===== src/rtl/spi_pkg.sv =====
// Shared SPI definitions for the spi_slave codebase slice.
// Contents: mode constants (mode 0 only), synchronizer depth, minimum
// sysclk/sck ratio and the slave FSM state type.
package spi_pkg;

    localparam logic SPI_CPOL = 1'b0;
    localparam logic SPI_CPHA = 1'b0;

    localparam int SPI_SYNC_STAGES     = 2;
    localparam int SPI_MIN_CLOCK_RATIO = 8;

    typedef enum logic {
        SPI_IDLE   = 1'b0,
        SPI_ACTIVE = 1'b1
    } spi_state_t;

endpackage


===== src/rtl/spi_sync_2ff.sv =====
// Single-bit synchronizer for an asynchronous input into the sysclk domain.
// Ports:
//   sysclk    in   system clock
//   sysreset  in   asynchronous active-high reset
//   d         in   asynchronous input
//   q         out  synchronized output
// Parameter RESET_VAL is the value every stage takes during reset, so the
// output looks like the pin's idle level straight out of reset.
module spi_sync_2ff
    import spi_pkg::*;
#(
    parameter logic RESET_VAL = 1'b0
) (
    input  logic sysclk,
    input  logic sysreset,
    input  logic d,
    output logic q
);

    logic [SPI_SYNC_STAGES-1:0] sr;

    always_ff @(posedge sysclk or posedge sysreset) begin
        if (sysreset) begin
            sr <= {SPI_SYNC_STAGES{RESET_VAL}};
        end else begin
            sr <= {sr[SPI_SYNC_STAGES-2:0], d};
        end
    end

    assign q = sr[SPI_SYNC_STAGES-1];

endmodule


===== src/rtl/spi_slave.sv =====
// SPI slave, mode 0 (CPOL=0, CPHA=0), MSB first, WIDTH-bit words.
// SPI pins are asynchronous; they are synchronized and edge-detected in the
// sysclk domain (edge-to-action latency 3 sysclk, sck <= sysclk/8).
//
// Optional build macro SPI_SLAVE_SCK_FILTER_EN: synchronized sck must hold a
// value for 2 consecutive samples before the edge is accepted (latency 4,
// sck <= sysclk/10). Undefined: no filter.
//
// Ports:
//   sysclk, sysreset      clock, async active-high reset
//   tx_data, tx_load      next word for the master / one-cycle write strobe
//   tx_full               holding register occupied
//   rx_data, rx_ready     last received word / sticky completion flag
//   rx_ack                one-cycle strobe clearing rx_ready, overrun, frame_err
//   overrun, frame_err    sticky error flags
//   busy                  frame active
//   spi_cs, spi_sck, spi_mo   async SPI inputs (cs active low)
//   spi_mi, spi_mi_en     slave data out and its tri-state enable
//
// state      | meaning
// -----------+---------------------------------------------------------
// SPI_IDLE   | cs high (or not yet re-armed after reset); sck ignored
// SPI_ACTIVE | frame in progress; shift on sck, words complete per WIDTH
module spi_slave
    import spi_pkg::*;
#(
    parameter int             WIDTH   = 8,
    parameter int             MSB     = WIDTH - 1,
    parameter logic [MSB:0]   TX_FILL = '0
) (
    input  logic         sysclk,
    input  logic         sysreset,
    input  logic [MSB:0] tx_data,
    input  logic         tx_load,
    output logic         tx_full,
    output logic [MSB:0] rx_data,
    output logic         rx_ready,
    input  logic         rx_ack,
    output logic         overrun,
    output logic         frame_err,
    output logic         busy,
    input  logic         spi_cs,
    input  logic         spi_sck,
    input  logic         spi_mo,
    output logic         spi_mi,
    output logic         spi_mi_en
);

    localparam int           CW       = $clog2(WIDTH + 1);
    localparam logic [CW-1:0] CNT_FULL = CW'(WIDTH);
    localparam logic [CW-1:0] CNT_ONE  = CW'(1);

    logic cs_s, sck_s, mo_s;
    logic cs_d, sck_d;
    logic [1:0] warm;
    logic armed;

    spi_sync_2ff #(.RESET_VAL(1'b1)) u_sync_cs (
        .sysclk(sysclk), .sysreset(sysreset), .d(spi_cs), .q(cs_s)
    );
    spi_sync_2ff #(.RESET_VAL(1'b0)) u_sync_sck (
        .sysclk(sysclk), .sysreset(sysreset), .d(spi_sck), .q(sck_s)
    );
    spi_sync_2ff #(.RESET_VAL(1'b0)) u_sync_mo (
        .sysclk(sysclk), .sysreset(sysreset), .d(spi_mo), .q(mo_s)
    );

    // After reset the synchronizer holds its reset value for two cycles. A
    // frame is only honored once a genuine cs-high sample has been seen, so a
    // cs held low across reset cannot fake a falling edge.
    always_ff @(posedge sysclk or posedge sysreset) begin
        if (sysreset) begin
            cs_d  <= 1'b1;
            sck_d <= 1'b0;
            warm  <= 2'b00;
            armed <= 1'b0;
        end else begin
            cs_d  <= cs_s;
            sck_d <= sck_s;
            warm  <= {warm[0], 1'b1};
            armed <= armed | (warm[1] & cs_s);
        end
    end

    logic cs_fall, cs_rise, sck_rise, sck_fall;

    assign cs_fall = armed & cs_d & ~cs_s;
    assign cs_rise = ~cs_d & cs_s;

`ifdef SPI_SLAVE_SCK_FILTER_EN
    logic sck_f;

    // sck_f is the accepted sck level; it only follows two equal samples.
    always_ff @(posedge sysclk or posedge sysreset) begin
        if (sysreset) begin
            sck_f <= 1'b0;
        end else if (sck_s == sck_d) begin
            sck_f <= sck_d;
        end
    end

    assign sck_rise = (sck_s == sck_d) &  sck_d & ~sck_f;
    assign sck_fall = (sck_s == sck_d) & ~sck_d &  sck_f;
`else
    assign sck_rise =  sck_s & ~sck_d;
    assign sck_fall = ~sck_s &  sck_d;
`endif

    spi_state_t state, state_nxt;

    logic [MSB:0]  r;
    logic [MSB:0]  tx_hold;
    logic [CW-1:0] cnt;
    logic          b;

    logic start_word, capture, shift_bit, word_done, leave, abort_word;

    always_ff @(posedge sysclk or posedge sysreset) begin
        if (sysreset) begin
            state <= SPI_IDLE;
        end else begin
            state <= state_nxt;
        end
    end

    always_comb begin
        state_nxt  = state;
        start_word = 1'b0;
        capture    = 1'b0;
        shift_bit  = 1'b0;
        word_done  = 1'b0;
        leave      = 1'b0;
        abort_word = 1'b0;
        case (state)
            SPI_IDLE: begin
                if (cs_fall) begin
                    state_nxt  = SPI_ACTIVE;
                    start_word = 1'b1;
                end
            end
            SPI_ACTIVE: begin
                capture   = sck_rise;
                shift_bit = sck_fall;
                word_done = sck_fall && (cnt == CNT_ONE);
                if (cs_rise) begin
                    state_nxt = SPI_IDLE;
                    leave     = 1'b1;
                    // A word finishing on the same cycle as cs rising is good.
                    abort_word = (cnt != CNT_FULL) && !word_done;
                end
            end
            default: state_nxt = SPI_IDLE;
        endcase
    end

    // A word ending as cs rises does not reload, so a pending tx word stays
    // queued for the next frame instead of being shifted into nothing.
    logic         reload;
    logic [MSB:0] tx_word;

    assign reload  = start_word | (word_done & ~leave);
    assign tx_word = tx_load ? tx_data : (tx_full ? tx_hold : TX_FILL);

    always_ff @(posedge sysclk or posedge sysreset) begin
        if (sysreset) begin
            r         <= '0;
            tx_hold   <= '0;
            tx_full   <= 1'b0;
            cnt       <= '0;
            b         <= 1'b0;
            rx_data   <= '0;
            rx_ready  <= 1'b0;
            overrun   <= 1'b0;
            frame_err <= 1'b0;
        end else begin
            if (capture) begin
                b <= mo_s;
            end

            if (reload) begin
                r       <= tx_word;
                cnt     <= CNT_FULL;
                tx_full <= 1'b0;
            end else begin
                if (shift_bit) begin
                    r   <= {r[MSB-1:0], b};
                    cnt <= cnt - CNT_ONE;
                end
                if (tx_load) begin
                    tx_hold <= tx_data;
                    tx_full <= 1'b1;
                end
            end

            if (leave) begin
                cnt <= '0;
            end

            if (word_done) begin
                rx_data <= {r[MSB-1:0], b};
            end

            if (word_done) begin
                rx_ready <= 1'b1;
            end else if (rx_ack) begin
                rx_ready <= 1'b0;
            end

            if (word_done && rx_ready && !rx_ack) begin
                overrun <= 1'b1;
            end else if (rx_ack) begin
                overrun <= 1'b0;
            end

            if (abort_word) begin
                frame_err <= 1'b1;
            end else if (rx_ack) begin
                frame_err <= 1'b0;
            end
        end
    end

    assign busy      = (state == SPI_ACTIVE);
    assign spi_mi_en = busy;
    assign spi_mi    = busy & r[MSB];

endmodule


===== config.mk =====
export PLATFORM = sky130hd
export DESIGN_NAME = spi_slave
export DESIGN_NICKNAME = d
export VERILOG_FILES = /design/src/rtl/spi_pkg.sv /design/src/rtl/spi_sync_2ff.sv /design/src/rtl/spi_slave.sv
export SDC_FILE = /design/constraint.sdc
export NUM_CORES = 1
export LEC_CHECK = 0
export ABC_AREA = 0
export ABC_CLOCK_PERIOD_IN_PS = 2700
export CAP_MARGIN = 20
export CORE_ASPECT_RATIO = 0.6
export CORE_MARGIN = 8
export CORE_UTILIZATION = 31
export CTS_CLUSTER_DIAMETER = 80
export CTS_CLUSTER_SIZE = 16
export DETAILED_ROUTE_END_ITERATION = 8
export SLEW_MARGIN = 20
export SYNTH_ARGS = -nofsm -noshare
export SYNTH_HDL_FRONTEND = slang
export SYNTH_HIERARCHICAL = 1
export SYNTH_SLANG_ARGS = --single-unit

===== constraint.sdc =====
create_clock -name sysclk -period 2.7 [get_ports sysclk]
set_clock_uncertainty 0.1 [all_clocks]
set_input_delay 0.27 -clock sysclk [delete_from_list [all_inputs] [get_ports sysclk]]
set_output_delay 0.27 -clock sysclk [all_outputs]
set_load 0.01 [all_outputs]

==> summary.txt, run 1 <==
Run status
  • Status: finished, final reports clean

Yosys
  • Synth top area share: 0.5388
  • Ys async rst share: 1.000
  • Synth Warn #: 6
  • #FFs+latches synth: 45
  • Synth cell types: 36
  • Post-synth top area cell: dfrtp_1
  • Syn avg cell area: 13.36 um^2
  • Sequential area share after synthesis: 0.5792
  • Syn Nets: 164
  • Cell count after synthesis: 146
  • Cell area after synthesis: 1951 um^2
  • Main synth FF type: dfrtp_1
  • EDFF count, synth: 0
  • Synth top area cells: dfrtp_1 (54%), mux2i_1 (8.7%), mux2_4 (6.2%)

Setup path
  • CP startpoint kind: flip-flop
  • CP Class: reg2reg
  • Crit path required time: 2.78 ns
  • CP max FO: 12
  • Worst EP arrival: 2.33 ns
  • R2r setup slk: 0.45 ns
  • Setup crit end kind: flip-flop

Clocking
  • Post-CTS setup buffer count: 0
  • Hold Buf Count CTS: 0
  • Reg clk slew, reported paths: 0.08 ns
  • Clk buf depth: 2
  • H-Tree Depth: 2
  • CTS root buf: clkbuf_8
  • Number of gates resized after cts: 0
  • Inserted Clock Buffers: 5
  • Clock sinks: 45
  • Worst-Skew Late Latency: 0.30 ns
  • CTS tree: built

Layout
  • Finished Cell Area: 2440 um^2
  • Diodes inserted: 0
  • Share of cells above drive strength 1: 0.2033
  • Most frequent cells in the layout: dfrtp_1 (42), clkdlybuf4s50_1 (29), mux2i_1 (17), inv_1 (9), mux2_2 (9)
  • Reg area: 1130 um^2
  • Layout Nets: 199
  • Fill cells: 627
  • Area of the multi-input gates: 749.5 um^2
  • Area delta synth->final: 25.08%
  • Commonest non-fill, non-tap cell in the layout: dfrtp_1

Floorplanning
  • Die width: 118.4 um
  • Core box area: 6111 um^2
  • IO Count: 30
  • Cell Rows: 22
  • Chip height: 77.45 um
  • Initial Util: 0.3192
  • Die area: 9170 um^2

Global route
  • First-pass GRT wire length: 6.706 mm
  • Largest net degree at the start of global routing: 40
  • Gr ovfl total: 0
  • Vias in the first global route: 1229
  • Initial antenna violation count: 0
  • Gr usage total: 0.09228

STA
  • Fin crit share: 0.8335
  • Final Max Slew Viols: 0
  • Final Hold Fails: 0
  • RSZ-0062 raised after global routing: no
  • Post-route minimum period: 2.251 ns
  • Setup TNS: 0 ns
  • F_max: 444.3 MHz
  • Final setup fails: 0

Detailed routing
  • DRC: 0
  • Vias post-DR: 1194
  • DRT iter0 DRCs: 65
  • Drt wl/cell: 14.69 um
  • WL met3: 238 um
  • Wl on met1: 2.301 mm
  • Antenna Nets Post-Route: 0
  • Via-per-instance ratio: 4.489
  • Wirelength, routed: 3.908 mm
  • DR WL met2: 1.335 mm
  • Highest Signal Layer: met4
  • First-pass iteration count of the detailed router: 4

Power and ir drop
  • IR drop worst, VDD: 324.9 uV
  • PD cells: 798.3 nW/um^2
  • Leak Pwr: 1.110 nW

Place
  • Post-detail-place hpwl: 2.897 mm
  • # port buffers: 29
  • Routability Congestion: 0.7447
  • Placed instance area: 2346 um^2

Job
  • Max-cap violation count: 0

Hold path
  • Hold Crit Class: in2async
==> worst max-delay path, stage by stage, from the launching register on <==
cell	delay, ns
dfrtp_1	0.40
inv_1	0.10
ha_1	0.16
or4b_4	0.58
o211a_1	0.43
mux2_4	0.36
==> cell type report <==
type                    count  area share
inverters                   9     0.01385
well taps                  84     0.04308
flip-flops and latches     45      0.4631
repair buffers             34      0.1344
clock inverters             1    0.003077
multi-input cells          86      0.3072
clock buffers               7     0.03538
==> metal layers <==
layer  vias up  GRT usage
met2        26     0.1039
li1        572          -
met5         -          0
met3         5    0.04769
met4         0    0.01882
met1       591     0.1432
==> cells by family after synthesis <==
kind of cell             after synthesis  synth area share
flip-flops                            45            0.5792
multiplexers                          34            0.2008
AO/OA/AOI/OAI                         23           0.08018
AND/OR/NAND/NOR                       23           0.07313
buffers and inverters                 15           0.03656
adder cells (fa/ha/maj)                3           0.01925
XOR/XNOR                               2          0.008982
other                                  1          0.001922
==> cell usage after synthesis, drive strengths merged, types with 3 or more instances <==
cell / instances
mux2i: 17
dfstp: 3
nor2b: 3
a21oi: 4
dfrtp: 42
mux2: 17
buf: 4
inv: 9
nor2: 7
a22oi: 6
o21ai: 7
ha: 3
==> state kept, by name, summed over array words and instances (netlist names), 2 cells and up <==
register and flops:
u_sync_mo/sr 2, rx_data 8, r 8, warm 2, tx_hold 8, u_sync_cs/sr 2, cnt 4, u_sync_sck/sr 2
==> report_power, final <==
group	internal (W)	leakage (nW)	total, W	switching (W)
Sequential	0.000848	0.544	0.000975	0.000127
Clock	0.000208	0.0445	0.000433	0.000225
Combinational	0.000323	0.522	0.000540	0.000217
Total	0.00138	1.11	0.00195	0.000568
==> final timing paths <==
kind                              endpoint  cells after the start            start
max reg2reg                     tx_hold[5]                      5           cnt[1]
min in group sysclk        u_sync_mo/sr[1]                      0  u_sync_mo/sr[0]
max in group asynchronous             cs_d                      3         sysreset
min reg2reg                u_sync_mo/sr[1]                      0  u_sync_mo/sr[0]
max                             tx_hold[5]                      5           cnt[1]
min                        u_sync_mo/sr[1]                      2         sysreset
==> stage by stage <==
stage	hold slack, ns	cells	setup slack (ns)	total power, W	util
floorplan	-0.08882	146	0.6923	0.001274	-
global placement	0.2338	258	0.4899	0.001531	0.3839
detailed placement	0.2362	258	0.4574	0.001537	0.3839
CTS	0.09994	266	0.4401	0.001976	0.3993
global route	0.09693	266	0.3532	0.002083	0.3993
finish	0.09533	266	0.4495	0.001948	0.3993
(Power assumes the default switching activity.)
==> inputs of run 2 (changes only) <==
--- a/config.mk
+++ b/config.mk
@@ -6,7 +6,7 @@
 export NUM_CORES = 1
 export LEC_CHECK = 0
 export ABC_AREA = 0
-export ABC_CLOCK_PERIOD_IN_PS = 2700
+export ABC_CLOCK_PERIOD_IN_PS = 2050
 export CAP_MARGIN = 20
 export CORE_ASPECT_RATIO = 0.6
 export CORE_MARGIN = 8
==> constraint.sdc (replaced) <==
create_clock -name sysclk -period 2.05 [get_ports sysclk]
set_clock_uncertainty 0.1 [all_clocks]
set_input_delay 0.205 -clock sysclk [delete_from_list [all_inputs] [get_ports sysclk]]
set_output_delay 0.205 -clock sysclk [all_outputs]
set_load 0.01 [all_outputs]
==> summary.txt, run 2 (same netlist as run 1, synthesis figures left out) <==
Detailed routing
  • First-pass iteration count of the detailed router: 4
  • Vias post-DR: 1272
  • DRC: 0
  • Wirelength, routed: 4.055 mm
  • Via-per-instance ratio: 4.576
  • Antenna Nets Post-Route: 0
  • Drt wl/cell: 14.59 um
  • DRT iter0 DRCs: 62

Global route
  • First-pass GRT wire length: 6.831 mm
  • Gr ovfl total: 0
  • Largest net degree at the start of global routing: 31
  • Gr usage total: 0.09241
  • Vias in the first global route: 1320
  • Initial antenna violation count: 0

Floorplanning
  • IO Count: 30
  • Die area: 9170 um^2
  • Die width: 118.4 um
  • Initial Util: 0.3192
  • Chip height: 77.45 um
  • Cell Rows: 22
  • Core box area: 6111 um^2

Run status
  • Status: finished, final reports clean

Layout
  • Fill cells: 587
  • Commonest non-fill, non-tap cell in the layout: dfrtp_1
  • Layout Nets: 211
  • Fin cells: 278
  • Largest regs: r (8), rx_data (8), tx_hold (8)
  • Share of cells above drive strength 1: 0.2835
  • Area delta synth->final: 33.48%
  • Diodes inserted: 0
  • Finished Cell Area: 2604 um^2
  • Reg area: 1131 um^2
  • Most frequent cells in the layout: dfrtp_1 (41), clkdlybuf4s50_1 (29), mux2i_1 (17), buf_4 (12), mux2_2 (9)
  • Area of the multi-input gates: 784.5 um^2

STA
  • Final setup fails: 0
  • Fin crit share: 0.9558
  • WHS: 0.03478 ns
  • Final Hold Fails: 0
  • F_max: 510.3 MHz
  • Final Max Slew Viols: 0
  • Post-route minimum period: 1.959 ns
  • RSZ-0062 raised after global routing: no

Setup path
  • Setup crit end kind: flip-flop
  • CP startpoint kind: flip-flop
  • Worst r2r src: u_sync_sck/sr[1]
  • Worst EP arrival: 2.04 ns
  • R2r setup slk: 0.09 ns
  • CP max FO: 8
  • CP Class: reg2reg
  • Reg2reg path depth: 4
  • Crit path required time: 2.13 ns
  • RR Endpoint: tx_hold[7]

Clocking
  • Hold Buf Count CTS: 0
  • Inserted Clock Buffers: 5
  • Reg clk slew, reported paths: 0.08 ns
  • CTS tree: built
  • Clk buf depth: 2
  • Worst-Skew Late Latency: 0.29 ns
  • Clock sinks: 45
  • H-Tree Depth: 2
  • CTS root buf: clkbuf_8

Place
  • Routability Congestion: 0.7804
  • Post-detail-place hpwl: 2.985 mm
  • Placed instance area: 2426 um^2
  • Post-placement cell count: 267
  • # port buffers: 29

Hold path
  • Hold Crit Class: in2async

Power and ir drop
  • Leak Pwr: 1.191 nW
  • PD cells: 1024 nW/um^2
  • IR drop worst, VDD: 475.0 uV

Job
  • Max-cap violation count: 0
==> run 2: timing repair <==
item                                    in CTS  in global routing
endpoints found under the setup margin       9                 18
gates cloned                                 0                  1
pin swaps                                    0                  1
setup buffers                                0                  2
resized for setup                            2                 11
==> run 2: worst max path at each step <==
stage	startpoint	endpoint	slack, ns
after global routing	u_sync_sck/sr[1]	r[0]	0.01
after CTS	cnt[0]	tx_hold[5]	-0.004
after floorplan	busy	tx_hold[0]	0.04
after global placement	cnt[0]	tx_hold[3]	0.03
after detailed placement	cnt[0]	tx_hold[5]	-0.06
final	u_sync_sck/sr[1]	tx_hold[7]	0.09
==> run 2: power breakdown <==
part,total (W),internal [W],switching (W)
registers,0.00126,0.00112,0.000147
logic,0.000809,0.000482,0.000327
clock network,0.000593,0.000305,0.000288
==> run 2: through the flow <==
step	TNS (ns)	power, W	util	worst slack [ns]
finish	0	0.002666	0.4261	0.09051
global route	0	0.002848	0.4261	0.009862
CTS	-0.005404	0.002687	0.4142	-0.004223
detailed placement	-0.4689	0.002069	0.3970	-0.06258
global placement	0	0.002073	0.3970	0.02854
floorplan	0	0.001678	-	0.04231
==> run 2: final cells by class <==
type / instances / area share
timing repair buffer: 46 / 0.1720
clock buffer: 7 / 0.03700
clock inverter: 1 / 0.001922
tap: 84 / 0.04037
multi-input combinational: 86 / 0.3013
sequential: 45 / 0.4344
inverter: 9 / 0.01297
==> run 2: layer usage <==
layer  global-route usage  wire [um]  vias up
li1                     -          -      600
met3              0.04191        301        4
met4              0.02258         26        0
met1               0.1368       2206      633
met2               0.1158       1521       35
met5                    0          0        -
==> run 2: critical path: stages (launching register included) <==
cell	delay [ns]
dfrtp_1	0.38
nand3b_2	0.21
or4b_4	0.52
o211a_4	0.32
mux2_4	0.32
==> RTL change 1: new RTL, flow settings as in run 1 <==
The option `SPI_SLAVE_SCK_FILTER_EN` is turned on by a define.
--- a/src/rtl/spi_slave.sv
+++ b/src/rtl/spi_slave.sv
@@ -22,4 +22,6 @@
 // SPI_IDLE   | cs high (or not yet re-armed after reset); sck ignored
 // SPI_ACTIVE | frame in progress; shift on sck, words complete per WIDTH
+`define SPI_SLAVE_SCK_FILTER_EN
+
 module spi_slave
     import spi_pkg::*;
Function: changed (a bounded check fails within 10 cycles, from zero or initial values and one cycle with sysreset high).
==> RTL change 1 against run 1 <==
Non-clock buffer count grew 1. Area after synthesis rose by 5.7%. Wire length is 0.97% higher. Largest cell class unchanged. Fmax decreased by 4.9%. Setup slack got worse by 0.12 ns. Cell area increased by 3.6%. Sequential cell count increased by 1. Total power decreased by 7.5%.
==> RTL change 1: results (changes against run 1) <==
----------------------------------------------------
[Yosys]
  Post-synthesis net count ... 178 (was 164)
  Unique masters post-synth ... 35 (was 36)
  Dominant cells by area after synthesis ... sky130_fd_sc_hd__dfrtp_1 52%, sky130_fd_sc_hd__mux2i_1 7.8%, sky130_fd_sc_hd__mux2_4 5.8%, sky130_fd_sc_hd__mux2_2 4.9%, sky130_fd_sc_hd__dfstp_2 3.8% (was sky130_fd_sc_hd__dfrtp_1 54%, sky130_fd_sc_hd__mux2i_1 8.7%, sky130_fd_sc_hd__mux2_4 6.2%, sky130_fd_sc_hd__mux2_2 5.2%, sky130_fd_sc_hd__dfstp_2 4.0%)
  Cell types with the highest counts after synthesis ... 43 x sky130_fd_sc_hd__dfrtp_1, 16 x sky130_fd_sc_hd__mux2i_1, 12 x sky130_fd_sc_hd__inv_1 (was 42 x sky130_fd_sc_hd__dfrtp_1, 17 x sky130_fd_sc_hd__mux2i_1, 9 x sky130_fd_sc_hd__inv_1, 9 x sky130_fd_sc_hd__mux2_2, 8 x sky130_fd_sc_hd__mux2_4)
  Average size of a mapped cell ... 13.05 sq um (was 13.36 sq um)
  Fraction of the yosys area taken by sequential cells ... 0.5601 (was 0.5792)

[Setup path]
  Highest fanout seen on the critical path ... 8 (was 12)
  Setup slack of the worst register-to-register path ... 0.33 ns (was 0.45 ns)
  Critical R2R Launch ... u_sync_sck/sr[1]$_DFF_PP0_ (was cnt[1]$_DFFE_PP0P_)
  Critical Path AT ... 2.46 ns (was 2.33 ns)
  Worst R2R Path Depth ... 6 (was 5)
  Destination of the worst register-to-register timing path ... tx_hold[5]$_DFFE_PP0P_ (unchanged)
  Cell type of the slowest stage on the worst timing path ... sky130_fd_sc_hd__o221a_1 (was sky130_fd_sc_hd__or4b_4)

[Cells and area]
  Fraction of layout cells with a size suffix above 1 ... 0.2073 (was 0.2033)
  Number of standard cells in the layout, taps in and fillers out ... 280 (was 266)
  Net count, final ... 212 (was 199)
  Fillcell total ... 652 (was 627)

[Power and ir drop]
  Register share of total power ... 0.520 (was 0.501)
  Static leakage ... 1.146 nW (was 1.110 nW)
  Fraction of power consumed by combinational cells ... 0.238 (was 0.277)
  Max rail drop VDD ... 362.2 uV (was 324.9 uV)
  Switching fraction of total power ... 0.2984 (was 0.2917)

[Placed design]
  Post-detail-place hpwl ... 2935 um (was 2897 um)
  Dpl ws ... 0.3342 ns (was 0.4574 ns)
  Placer Congestion ... 0.7954 (was 0.7447)
  Cell count after placement ... 272 (was 258)

[Global route]
  Wire length of the first global-routing pass ... 6748 um (was 6706 um)

[Routing]
  Via density ... 4.582 (was 4.489)
  Initial drt markers ... 36 (was 65)

[Outcome]
  Result of the run ... finished clean (unchanged)

[Clock tree]
  Buffer count from post-CTS setup fixing ... 0 (unchanged)

----------------------------------------------------
==> RTL change 1: cell types whose count changed in the layout (fill, tap and decap cells not counted), sizes merged, moves of 2 or more <==
cell           run 1  this run
inv                9        13
nand3              0         3
clkbuf             7         5
ha                 3         5
nand2              2         4
==> RTL change 1: worst max-delay path, delay by kind of cell, from the launching register on <==
| family | cells | cell delay (ns) |
|---|---|---|
| buffers and inverters | 1 | 0.06 |
| flip-flops | 1 | 0.38 |
| adder cells (fa/ha/maj) | 1 | 0.22 |
| AO/OA/AOI/OAI | 2 | 0.86 |
| AND/OR/NAND/NOR | 1 | 0.29 |
| multiplexers | 1 | 0.35 |
==> RTL change 1: cells by family after synthesis <==
logic type	Yosys count	share of synthesized area
adders and majority gates	5	0.03034
AOI/OAI and AO/OA	25	0.08616
muxes	33	0.1851
buffers and inverters	20	0.05703
xor gates and xnor gates	2	0.008497
DFF	46	0.5601
other	1	0.001819
and+or+nand+nor	26	0.07100
==> RTL change 1: metrics by stage <==
step	total power [mW]	hold slack (ns)	area [sq um]
2_1_floorplan	1.202	-0.08882	2062
3_3_place_gp	1.381	0.2314	2434
3_5_place_dp	1.387	0.2364	2434
4_1_cts	1.828	0.1060	2527
5_1_grt	1.922	0.1145	2527
6_report	1.802	0.1017	2527
==> RTL change 1: final cells by class <==
type                       count  area [sq um]  share of cell area
clock inverter                 3         25.02            0.009901
inverter                      12         45.04             0.01782
sequential                    46          1155              0.4569
multi-input combinational     92         789.5              0.3124
tap                           87         108.9             0.04307
timing repair buffer          35         335.3              0.1327
clock buffer                   5         68.82             0.02723
==> RTL change 1: metal layers <==
| layer | GRT usage | wire length (um) |
|---|---|---|
| met4 | 0.02570 | 18 |
| met1 | 0.1322 | 2112 |
| met3 | 0.03751 | 286 |
| met2 | 0.1109 | 1529 |
| met5 | 0 | 0 |
==> RTL change 2: new RTL, flow settings as in run 1 <==
Made on the original files. Register the output `overrun` once more, without a reset; this adds one clock of latency there. The other outputs are not delayed to match. Comments in the files are not updated.
--- a/src/rtl/spi_slave.sv
+++ b/src/rtl/spi_slave.sv
@@ -51,4 +51,6 @@
     localparam logic [CW-1:0] CNT_ONE  = CW'(1);
 
+    logic overrun_s0;
+
     logic cs_s, sck_s, mo_s;
     logic cs_d, sck_d;
@@ -171,5 +173,5 @@
             rx_data   <= '0;
             rx_ready  <= 1'b0;
-            overrun   <= 1'b0;
+            overrun_s0 <= 1'b0;
             frame_err <= 1'b0;
         end else begin
@@ -208,7 +210,7 @@
 
             if (word_done && rx_ready && !rx_ack) begin
-                overrun <= 1'b1;
+                overrun_s0 <= 1'b1;
             end else if (rx_ack) begin
-                overrun <= 1'b0;
+                overrun_s0 <= 1'b0;
             end
 
@@ -225,4 +227,8 @@
     assign spi_mi    = busy & r[MSB];
 
+    always_ff @(posedge sysclk) begin
+        overrun <= overrun_s0;
+    end
+
 endmodule
 
Check against the original RTL: same outputs for any inputs over 10 cycles, from zero or initial values and one cycle with sysreset high; that may be too few to reach the edited logic, so the function may still have changed.
==> RTL change 2 against run 1 <==
Clock power grew 21%. Wire length shrank 2.5%. Total power grew 4.7%. Sequential cell count is 1 higher. Worst hold slack worse by 0.0084 ns. Utilization grew 0.47 points. Setup slack lost 0.058 ns. Area after synthesis rose by 1.0%. Critical path depth shrank 1. Cell count is 0.38% higher. Cell area is 1.6% higher. Count of clock-buffer cells in the layout is 2 lower. Largest power group unchanged.
==> RTL change 2: results (changes against run 1) <==
----------------------------------------------------
[Outcome]
  Result of the run ... finished clean (unchanged)

[Placed design]
  Placer Congestion ... 0.7385 (was 0.7447)
  Dpl ws ... 0.3820 ns (was 0.4574 ns)
  Post-detail-place hpwl ... 2732 um (was 2897 um)
  Post-detailed-placement cell area ... 0.002366 sq mm (was 0.002346 sq mm)

[Routing]
  Initial drt markers ... 69 (was 65)
  Post-detailed-routing wire length ... 3812 um (was 3908 um)

[Power and ir drop]
  Internal cell power ... 1.460 mW (was 1.379 mW)
  Clock network power consumption ... 522 uW (was 433 uW)
  Max rail drop VDD ... 332.6 uV (was 324.9 uV)
  Static leakage ... 1.125 nW (was 1.110 nW)
  Fraction of power consumed by combinational cells ... 0.260 (was 0.277)

[Cells and area]
  Antenna cell count ... 0 (unchanged)
  Fraction of layout cells with a size suffix above 1 ... 0.2077 (was 0.2033)

[Setup path]
  Start point of the critical path ... busy$_DFF_PP0_ (was cnt[1]$_DFFE_PP0P_)
  Setup slack of the worst register-to-register path ... 0.39 ns (was 0.45 ns)
  Delay of the slowest cell on the worst path ... 0.62 ns (was 0.58 ns)
  Highest fanout seen on the critical path ... 12 (unchanged)

[Global route]
  Wire length of the first global-routing pass ... 6789 um (was 6706 um)
  Via count of the first global-routing pass ... 1,340 (was 1,229)
  Total global-route track usage ... 0.09105 (was 0.09228)

[Yosys]
  Unique masters post-synth ... 37 (was 36)
  Dominant cells by area after synthesis ... sky130_fd_sc_hd__dfrtp_1 53%, sky130_fd_sc_hd__mux2i_1 8.6%, sky130_fd_sc_hd__mux2_4 6.1%, sky130_fd_sc_hd__mux2_2 5.1%, sky130_fd_sc_hd__dfstp_2 4.0% (was sky130_fd_sc_hd__dfrtp_1 54%, sky130_fd_sc_hd__mux2i_1 8.7%, sky130_fd_sc_hd__mux2_4 6.2%, sky130_fd_sc_hd__mux2_2 5.2%, sky130_fd_sc_hd__dfstp_2 4.0%)
  Share of flip-flops with an asynchronous set or reset ... 0.9783 (was 1.000)
  Fraction of the yosys area taken by sequential cells ... 0.5835 (was 0.5792)

[Min path]
  Type of the most critical hold path ... in -> async (unchanged)

----------------------------------------------------
## RTL change 2: changes by cell type after synthesis
cell	before	now
sky130_fd_sc_hd__dfxtp_1	0	1
## RTL change 2: worst register-to-register path: cells and delay by family, from the launching register on
| family | cells | cell delay (ns) |
|---|---|---|
| AND/OR/NAND/NOR | 2 | 0.74 |
| flip-flops | 1 | 0.56 |
| AO/OA/AOI/OAI | 1 | 0.43 |
| multiplexers | 1 | 0.37 |
## RTL change 2: per-layer routing
metal | wire [um] | part of all wire | GRT usage
met5 | 0 | 0 | 0
met4 | 17 | 0.0045 | 0.02635
met2 | 1390 | 0.36 | 0.1196
met1 | 2134 | 0.56 | 0.1332
met3 | 270 | 0.071 | 0.03396
## RTL change 2: cells by family (layout without fill, tap and decap cells)
family                     count (synthesis)  in the layout  share of synthesized area
DFF                                       46             46                     0.5835
adders and majority gates                  3              3                    0.01905
other                                      1              1                   0.001903
AOI/OAI and AO/OA                         23             23                    0.07937
xor gates and xnor gates                   2              2                   0.008891
buffers and inverters                     15             51                    0.03619
and+or+nand+nor                           23             23                    0.07239
muxes                                     34             34                     0.1987
## RTL change 2: metrics by stage
step / hold WS (ns) / util / cells
global placement: 0.2334 / 0.3854 / 259
finish: 0.08698 / 0.4040 / 267
floorplan: -0.08882 / - / 147
CTS: 0.07937 / 0.4040 / 267
detailed placement: 0.2347 / 0.3854 / 259
global route: 0.08904 / 0.4040 / 267
## RTL change 2: final cells by class
type	instances	area, sq um	area share
clock buffer	5	68.82	0.02775
clock inverter	3	45.04	0.01816
inverter	9	33.78	0.01362
multi-input combinational	86	749.5	0.3022
sequential	46	1150	0.4637
tap	84	105.1	0.04238
timing repair buffer	34	327.8	0.1322
